[src/rtl/pbs_move_rng.sv]
// Move source select, damage/accuracy lookup and LFSR-driven accuracy roll.
// A 16-bit Galois LFSR provides both the AI move and the accuracy roll.
module pbs_move_rng #(
  parameter logic [15:0] SEED = 16'hACE1
) (
  input  logic       clk,
  input  logic       rst,
  input  logic       stop,
  input  logic       actr,
  input  logic [1:0] p_move,
  output logic [1:0] ai_move,
  output logic [3:0] moveaccurng,
  output logic [1:0] sel_move,
  output logic [3:0] dmg,
  output logic [3:0] accu,
  output logic       hit
);

  localparam logic [15:0] Taps = 16'hB400;

  logic [15:0] lfsr_q, lfsr_d;

  // Right-shifting Galois form; taps give a maximal 65535-state cycle.
  always_comb begin
    lfsr_d = lfsr_q;
    if (!stop) begin
      lfsr_d = (lfsr_q >> 1) ^ (lfsr_q[0] ? Taps : 16'h0000);
    end
  end

  always_ff @(posedge clk) begin
    if (!rst) begin
      lfsr_q <= SEED;
    end else begin
      lfsr_q <= lfsr_d;
    end
  end

  assign ai_move     = lfsr_q[1:0];
  assign moveaccurng = lfsr_q[5:2];
  assign sel_move    = actr ? ai_move : p_move;

  always_comb begin
    dmg  = 4'd4;
    accu = 4'd15;
    case (sel_move)
      2'd0: begin dmg = 4'd4;  accu = 4'd15; end
      2'd1: begin dmg = 4'd6;  accu = 4'd12; end
      2'd2: begin dmg = 4'd8;  accu = 4'd9;  end
      2'd3: begin dmg = 4'd12; accu = 4'd5;  end
      default: begin dmg = 4'd4; accu = 4'd15; end
    endcase
  end

  // Strict compare: accuracy 15 still misses on a roll of 15.
  assign hit = (moveaccurng < accu);

endmodule

[config.mk]
export PLATFORM = sky130hd
export DESIGN_NAME = pbs_move_rng
export DESIGN_NICKNAME = d
export VERILOG_FILES = /design/src/rtl/pbs_move_rng.sv
export SDC_FILE = /design/constraint.sdc
export NUM_CORES = 1
export LEC_CHECK = 0
export ABC_AREA = 1
export BUFFER_PORTS_ARGS = -buffer_cell sky130_fd_sc_hd__buf_2
export CAP_MARGIN = 20
export CORE_UTILIZATION = 53
export CTS_CLUSTER_DIAMETER = 50
export CTS_CLUSTER_SIZE = 30
export DETAILED_ROUTE_END_ITERATION = 12
export HOLD_SLACK_MARGIN = 0.06
export PLACE_DENSITY = 0.77
export SLEW_MARGIN = 20
export SYNTH_ARGS = -nofsm -noshare
export SYNTH_HDL_FRONTEND = slang
export SYNTH_SLANG_ARGS = --single-unit
[constraint.sdc]
create_clock -name clk -period 3.9 [get_ports clk]
set_input_delay 0.78 -clock clk [delete_from_list [all_inputs] [get_ports clk]]
set_output_delay 0.78 -clock clk [all_outputs]
set_load 0.02 [all_outputs]
==> run_results.csv, run 1 <==
group,metric,value,unit
status,status,"finished clean",
layout,largestRegisters,"lfsr_q (16)",
floorplanning,start_util,59.9,%
floorplanning,io_pins,23,
route,dr.pass1.iters,5,
global_route,grt_antenna_before_repair,0,
clock_tree,hold_buffers,0,
clock_tree,cts_tree,"built",
layout,syn_to_final_growth,7.40,%
clock_tree,htree_levels,1,
route,viasPerCell,4.76,
yosys,ys_seq_elements,16,
yosys,syn_inst,112,
route,drt-total-wl,1290,um
floorplanning,fp.dieW,41.5,um
timing,maxSlewViolCount,0,
floorplanning,die_h,41.5,um
setup_path,cp_data_arrival_time,2.03,ns
clock_tree,cts_buffer_depth,2,
layout,largest_register_ffs,16,
layout,drive_gt1_share,27.6,%
timing,fin_skew,0.00189,ns
global_route,grt_pass1_vias,536,
pwr,peakVddDrop,246,uV
global_route,grt_pass1_wl,2210,um
clock_tree,cts-resized-gates,0,
route,vias,657,
floorplanning,die_area,1720,sq um
timing,finalCritPeriodShare,71.9,%
placed_design,dp_hpwl,956,um
clock_tree,cts_buffers,3,
setup_path,critPathCaptureType,"output port",
pwr,p_leak,0.488,nW
placed_design,placed_cell_area,853,sq um
layout,fin_nets,133,
yosys,synthDistinctLibCells,18,
clock_tree,cts_root_buffer,"clkbuf_4",
setup_path,critPathLaunchType,"input port",
placed_design,gp_congestion,0.735,
setup_path,critPathMaxFanout,4,
clock_tree,clock-sinks,16,
route,post_drt_wl_per_cell,9.38,um
timing,hold_violations,0,
layout,final_common_cell,"buf_2",
timing,rsz0062_at_grt,"no",
yosys,syn_nets,121,
global_route,grt_overflow_total,0,
timing,setup_viol_count_final,0,
yosys,postSynthAreaPerCell,7.40,sq um
yosys,netlist_area,828,sq um
route,ant_nets,0,
layout,num_antenna_cells,0,
floorplanning,rows,13,
layout,final_cell_mix,"buf_2 (21), nand2_1 (17), dfxtp_1 (16)",
route,drc,0,
timing,clock.fmax,357,MHz
layout,top_register,"lfsr_q",
clock_tree,cts_setup_buffers,0,
route,first_iter_violations,11,
timing,period_needed,2.81,ns
clock_tree,clk_latency,0.28,ns
setup_path,cp.required,3.12,ns
yosys,yosysSeqAreaShare,38.7,%
job,cap_viol_max_count,0,
global_route,globalRouteTotalUtil,16.3,%
clock_tree,clkTransAtPathRegs,0.09,ns
floorplanning,core_area,1380,sq um
layout,final_area,890,sq um
timing,setup_tns,0,ns
placed_design,port_buffers,21,
pwr,cellPowerDensity,422,nW/um^2
yosys,ys_warn_count,0,
setup_path,critical_path_class,"input port to output port",
global_route,grt_max_degree,23,
worst_hold_path,hold_class,"flop to flop",
==> where the power goes <==
part / leakage [nW] / switching, mW / internal (mW)
clock: 0.0210 / 0.0507 / 0.0568
combinational: 0.334 / 0.0539 / 0.0294
sequential: 0.133 / 0.00885 / 0.176
==> area by class of cell <==
type	count	area [sq um]
Inverter	14	52.6
Fill cell	128	493
Sequential cell	16	320
Multi-Input combinational cell	68	357
Tap cell	15	18.8
Timing Repair Buffer	21	105
Clock buffer	4	36.3
==> metrics by stage <==
| stage | power [mW] | hold slack [ns] | util (%) | setup WS (ns) | instances |
|---|---|---|---|---|---|
| finish | 0.375 | 0.467 | 64.3 | 1.09 | 138 |
| global route | 0.401 | 0.495 | 64.3 | 0.969 | 138 |
| CTS | 0.378 | 0.465 | 64.3 | 1.08 | 138 |
| detailed placement | 0.273 | 0.447 | 61.7 | 1.08 | 134 |
| global placement | 0.270 | 0.437 | 61.7 | 1.10 | 134 |
| floorplan | 0.260 | 0.429 | - | 0.959 | 112 |
==> synth_stat cells (all sizes together) <==
library cell | number | area [sq um]
nand2 | 24 | 123
dfxtp | 16 | 320
buf | 14 | 98.8
inv | 14 | 52.6
nor2 | 14 | 52.6
o21ai | 11 | 55.1
a21oi | 8 | 43.8
nand3 | 5 | 25.0
ha | 3 | 37.5
a21o | 1 | 7.51
conb | 1 | 3.75
xor2 | 1 | 8.76
==> cell families after synthesis <==
logic type / after synthesis / synth area share, %
other: 1 / 0.453
flip-flops: 16 / 38.7
buffers and inverters: 28 / 18.3
XOR/XNOR: 1 / 1.06
adder cells (fa/ha/maj): 3 / 4.53
AO/OA/AOI/OAI: 20 / 12.8
AND/OR/NAND/NOR: 43 / 24.2
==> final timing paths <==
| kind | from | end | slack (ns) | depth (start not counted) |
|---|---|---|---|---|
| setup / recovery | actr | hit | 1.09 | 11 |
| hold / removal | lfsr_q[12] | lfsr_q[11] | 0.47 | 2 |
| setup reg to reg | lfsr_q[0] | lfsr_q[12] | 3.00 | 3 |
| hold reg to reg | lfsr_q[12] | lfsr_q[11] | 0.47 | 2 |
==> critical path: stages <==
cell     delay [ns]
buf_2          0.12
inv_2          0.08
nand2_2        0.05
nand2_2        0.09
inv_1          0.08
nand2_1        0.07
inv_1          0.04
ha_1           0.28
a21o_1         0.19
a21oi_2        0.08
buf_2          0.16
==> layer usage <==
metal / vias up / GRT usage [%] / routed length, um
met4: 0 / 5.81 / 5
met5: - / 0 / 0
met2: 21 / 28.4 / 623
met1: 276 / 18.8 / 578
met3: 2 / 4.78 / 87
li1: 358 / - / -
Note: power is estimated with default switching activity, not from simulation.
==> run 2, diff against run 1 <==
CORE_UTILIZATION = 49   (was 53)
PLACE_DENSITY = 0.72   (was 0.77)
clock period = 2.85 ns   (was 3.9 ns; I/O delays follow)
==> run 2 against run 1 <==
Global-route usage shrank 1.8 points. Sequential share of layout area grew 0.51 points. Critical path type unchanged. Clock power grew 7%. Largest cell class unchanged. First-iteration DRC count is the same. Routed wire length shrank 2.4%.
==> run_results.csv, run 2 (same netlist as run 1, synthesis figures left out) <==
group,metric,value,unit
route,drt-total-wl,1260,um
timing,setup_viol_count_final,0,
layout,syn_to_final_growth,5.89,%
route,dr.pass1.iters,3,
layout,largest_register_ffs,16,
route,ant_nets,0,
setup_path,ff2ff_path_depth,3,
floorplanning,io_pins,23,
pwr,cellPowerDensity,548,nW/um^2
setup_path,rr_startpoint,"lfsr_q[0]",
pwr,p_leak,0.481,nW
placed_design,gp_congestion,0.755,
timing,rsz0062_at_grt,"no",
layout,filler_cell_count,159,
worst_hold_path,hold_class,"flop to flop",
clock_tree,htree_levels,1,
timing,finalCritPeriodShare,84.2,%
setup_path,critPathLaunchType,"input port",
placed_design,dp_hpwl,923,um
route,drc,0,
setup_path,crit_slowest_cell,"ha_1",
floorplanning,die_h,43.1,um
setup_path,rrSetupSlack,1.91,ns
floorplanning,rows,14,
layout,final_common_cell,"buf_2",
setup_path,timing.rr.end,"lfsr_q[12]",
floorplanning,start_util,53.7,%
setup_path,cp_data_arrival_time,1.83,ns
timing,setup_tns,0,ns
status,status,"finished clean",
clock_tree,hold_buffers,0,
route,post_drt_wl_per_cell,9.15,um
worst_hold_path,worstHoldPathCells,2,
layout,num_antenna_cells,0,
job,cap_viol_max_count,0,
clock_tree,cts-resized-gates,0,
global_route,grt_antenna_before_repair,0,
global_route,grt_max_degree,23,
global_route,grt_pass1_vias,507,
floorplanning,die_area,1860,sq um
floorplanning,fp.dieW,43.1,um
worst_hold_path,min-delay-start,"lfsr_q[6]",
clock_tree,cts_root_buffer,"clkbuf_4",
clock_tree,cts_buffer_depth,2,
timing,fin_skew,0.000939,ns
setup_path,cp_cell_sequence,"buf_2, inv_2, nand2_2, nand2_2, inv_1, nand2_1, inv_1, ha_1, a21o_1, a21oi_2, buf_2",
setup_path,critPathMaxFanout,4,
worst_hold_path,hold_end,"lfsr_q[5]",
global_route,grt_overflow_total,0,
layout,drive_gt1_share,27.0,%
route,vias,656,
global_route,grt_pass1_wl,1980,um
timing,clock.fmax,417,MHz
route,viasPerCell,4.75,
timing,maxSlewViolCount,0,
clock_tree,clkTransAtPathRegs,0.08,ns
setup_path,critPathCaptureType,"output port",
layout,final_cell_mix,"buf_2 (21), nand2_1 (17), dfxtp_1 (16)",
floorplanning,core_area,1540,sq um
placed_design,placedCellCount,135,
clock_tree,cts_tree,"built",
layout,largestRegisters,"lfsr_q (16)",
clock_tree,cts_buffers,3,
global_route,globalRouteTotalUtil,14.6,%
route,first_iter_violations,11,
setup_path,critical_path.max_stage_delay,0.28,ns
clock_tree,clk_latency,0.28,ns
clock_tree,clock-sinks,16,
setup_path,cp-startpoint,"actr",
clock_tree,cts_setup_buffers,0,
layout,fin_nets,133,
timing,hold_violations,0,
setup_path,critical_path_class,"input port to output port",
layout,top_register,"lfsr_q",
timing,period_needed,2.40,ns
setup_path,cp.required,2.28,ns
pwr,peakVddDrop,306,uV
placed_design,port_buffers,21,
layout,instances_no_fill,138,
==> run 2: layout make-up <==
type                    count  area, sq um  share of cell area [%]
well taps                  16         20.0                    2.28
clock buffers               3         22.5                    2.57
inverters                  14         52.6                    5.99
repair buffers             21          105                    12.0
multi-input cells          68          357                    40.7
flip-flops and latches     16          320                    36.5
==> run 2: per-stage QoR <==
| step | power [mW] | instance area (sq um) | hold slack (ns) | utilization (%) | worst slack, ns |
|---|---|---|---|---|---|
| floorplan | 0.356 | 828 | 0.429 | - | 0.329 |
| CTS | 0.488 | 877 | 0.466 | 56.9 | 0.430 |
| detailed placement | 0.373 | 855 | 0.446 | 55.4 | 0.443 |
| global route | 0.507 | 877 | 0.489 | 56.9 | 0.331 |
| finish | 0.481 | 877 | 0.462 | 56.9 | 0.451 |
| global placement | 0.371 | 855 | 0.436 | 55.4 | 0.482 |
==> run 2: how the worst max path moves through the flow <==
stage               endpoint  slack [ns]  depth (start not counted)
detailed placement       hit        0.44                         11
global route             hit        0.33                         11
CTS                      hit        0.43                          8
finish                   hit        0.45                         11
floorplan                hit        0.33                         10
global placement         hit        0.48                         12
==> run 2: power by group <==
group	switching [mW]	leakage, nW	internal [mW]
Sequential	0.0124	0.133	0.241
Clock	0.0650	0.0138	0.0490
Combinational	0.0734	0.334	0.0403
Total	0.151	0.481	0.330
==> run 2: worst max-delay path, delay by kind of cell <==
kind                     cells  cell delay (ns)
AO/OA/AOI/OAI                2             0.28
buffers and inverters        5             0.49
AND/OR/NAND/NOR              3             0.21
adder cells (fa/ha/maj)      1             0.28
==> run 2: per-layer routing <==
layer,up-vias,wire length [um],GRT usage (%)
met4,0,18,12.7
li1,359,-,-
met1,277,640,18.3
met2,18,527,20.3
met3,2,76,3.40
met5,-,0,0
==> run 3, diff against run 2 <==
clock period = 2.3 ns   (was 2.85 ns; I/O delays follow)
==> run 3 against run 2 <==
Clock-buffer cell count unchanged. Critical path type is now flop to output port. Die area unchanged. Clock power up 25%.
==> run_results.csv, run 3 (same netlist as run 1, synthesis figures left out) <==
group,metric,value,unit
setup_path,cp_data_arrival_time,1.70,ns
status,status,"finished clean",
layout,syn_to_final_growth,6.80,%
global_route,grt_antenna_before_repair,0,
pwr,p_leak,0.481,nW
clock_tree,cts_tree,"built",
clock_tree,clkTransAtPathRegs,0.08,ns
global_route,grt_pass1_wl,2340,um
floorplanning,die_area,1860,sq um
route,dr.pass1.iters,4,
layout,filler_cell_count,152,
floorplanning,io_pins,23,
global_route,grt_max_degree,23,
job,cap_viol_max_count,0,
route,viasPerCell,4.88,
clock_tree,cts_buffer_depth,2,
route,vias,674,
setup_path,critPathLaunchType,"flop",
setup_path,cp.required,1.84,ns
clock_tree,hold_buffers,0,
layout,largestRegisters,"lfsr_q (16)",
timing,setup_viol_count_final,0,
timing,finalCritPeriodShare,93.7,%
layout,drive_gt1_share,31.1,%
global_route,grt_pass1_vias,575,
clock_tree,clock-sinks,16,
floorplanning,die_h,43.1,um
route,ant_nets,0,
setup_path,ff2ff_path_depth,3,
floorplanning,start_util,53.7,%
clock_tree,cts_root_buffer,"clkbuf_4",
layout,top_register,"lfsr_q",
timing,maxSlewViolCount,0,
global_route,globalRouteTotalUtil,17.0,%
timing,period_needed,2.16,ns
route,drc,0,
placed_design,gp_congestion,0.719,
layout,utilization,57.4,%
timing,hold_violations,0,
layout,fin_nets,133,
route,first_iter_violations,9,
setup_path,critPathCaptureType,"output port",
floorplanning,rows,14,
setup_path,cp-startpoint,"lfsr_q[1]",
floorplanning,fp.dieW,43.1,um
setup_path,rr_startpoint,"lfsr_q[0]",
clock_tree,cts_setup_buffers,0,
setup_path,endpoint,"hit",
layout,num_antenna_cells,0,
layout,final_cell_mix,"buf_2 (20), nand2_1 (17), dfxtp_1 (14)",
timing,setup_tns,0,ns
clock_tree,cts_buffers,3,
placed_design,port_buffers,21,
timing,rsz0062_at_grt,"no",
setup_path,critPathMaxFanout,4,
pwr,peakVddDrop,364,uV
clock_tree,clk_latency,0.28,ns
route,drt-total-wl,1400,um
timing,fin_skew,0.00419,ns
placed_design,dp_hpwl,1050,um
layout,final_common_cell,"buf_2",
global_route,grt_overflow_total,0,
setup_path,rrSetupSlack,1.46,ns
route,post_drt_wl_per_cell,10.1,um
setup_path,timing.rr.end,"lfsr_q[12]",
timing,whs,0.463,ns
worst_hold_path,hold_class,"flop to flop",
pwr,cellPowerDensity,682,nW/um^2
setup_path,critical_path_class,"flop to output port",
floorplanning,core_area,1540,sq um
layout,largest_register_ffs,16,
timing,clock.fmax,464,MHz
clock_tree,htree_levels,1,
-- run 3: cell counts in the layout (fill, tap and decap cells not counted) --
Identical to the previous run, type by type.
-- run 3: critical path, cell delays in order, from the launching register on --
cell and delay [ns]:
dfxtp_2 0.33, inv_2 0.06, nand2_1 0.06, nand2_2 0.10, inv_2 0.06, nand2_1 0.07
inv_1 0.05, ha_1 0.28, a21o_1 0.17, a21oi_2 0.09, buf_4 0.14
-- run 3: per-stage QoR --
stage / area (sq um) / setup WS, ns / power [mW] / instances
after floorplan: 831 / 0.0843 / 0.442 / 112
after global placement: 857 / 0.150 / 0.460 / 135
after detailed placement: 857 / 0.0990 / 0.466 / 135
after CTS: 881 / 0.0391 / 0.605 / 138
after global routing: 885 / 0.00291 / 0.641 / 138
final: 885 / 0.144 / 0.603 / 138
-- run 3: what timing repair did --
action / CTS / global route
pin swaps: 0 / 2
resized for setup: 1 / 4
endpoints found under the setup margin: 1 / 1
hold endpoints to repair: 0 / 0
-- run 3: layer usage --
metal  share of wire (%)  GRT usage, %
met4                 1.9          9.09
met5                   0             0
met3                 6.9          4.68
met2                  46          27.5
met1                  45          20.1
-- run 3: worst min path at each step --
stage | depth (start not counted) | from | slack, ns | to
floorplan | 2 | lfsr_q[6] | 0.43 | lfsr_q[5]
global placement | 2 | lfsr_q[7] | 0.44 | lfsr_q[6]
detailed placement | 2 | lfsr_q[7] | 0.44 | lfsr_q[6]
CTS | 2 | lfsr_q[7] | 0.46 | lfsr_q[6]
global route | 2 | rst | 0.48 | lfsr_q[11]
finish | 2 | lfsr_q[8] | 0.46 | lfsr_q[7]
-- run 3: cell type report --
| class | instances | area (sq um) | share of cell area (%) |
|---|---|---|---|
| Multi-Input combinational cell | 68 | 359 | 40.6 |
| Sequential cell | 16 | 323 | 36.5 |
| Timing Repair Buffer | 21 | 108 | 12.2 |
| Inverter | 14 | 52.6 | 5.94 |
| Clock buffer | 3 | 22.5 | 2.55 |
| Tap cell | 16 | 20.0 | 2.26 |
-- run 3: power by group --
group	switching (mW)	internal [mW]
sequential	0.0156	0.299
combinational	0.0946	0.0522
clock	0.0814	0.0609
total	0.192	0.412
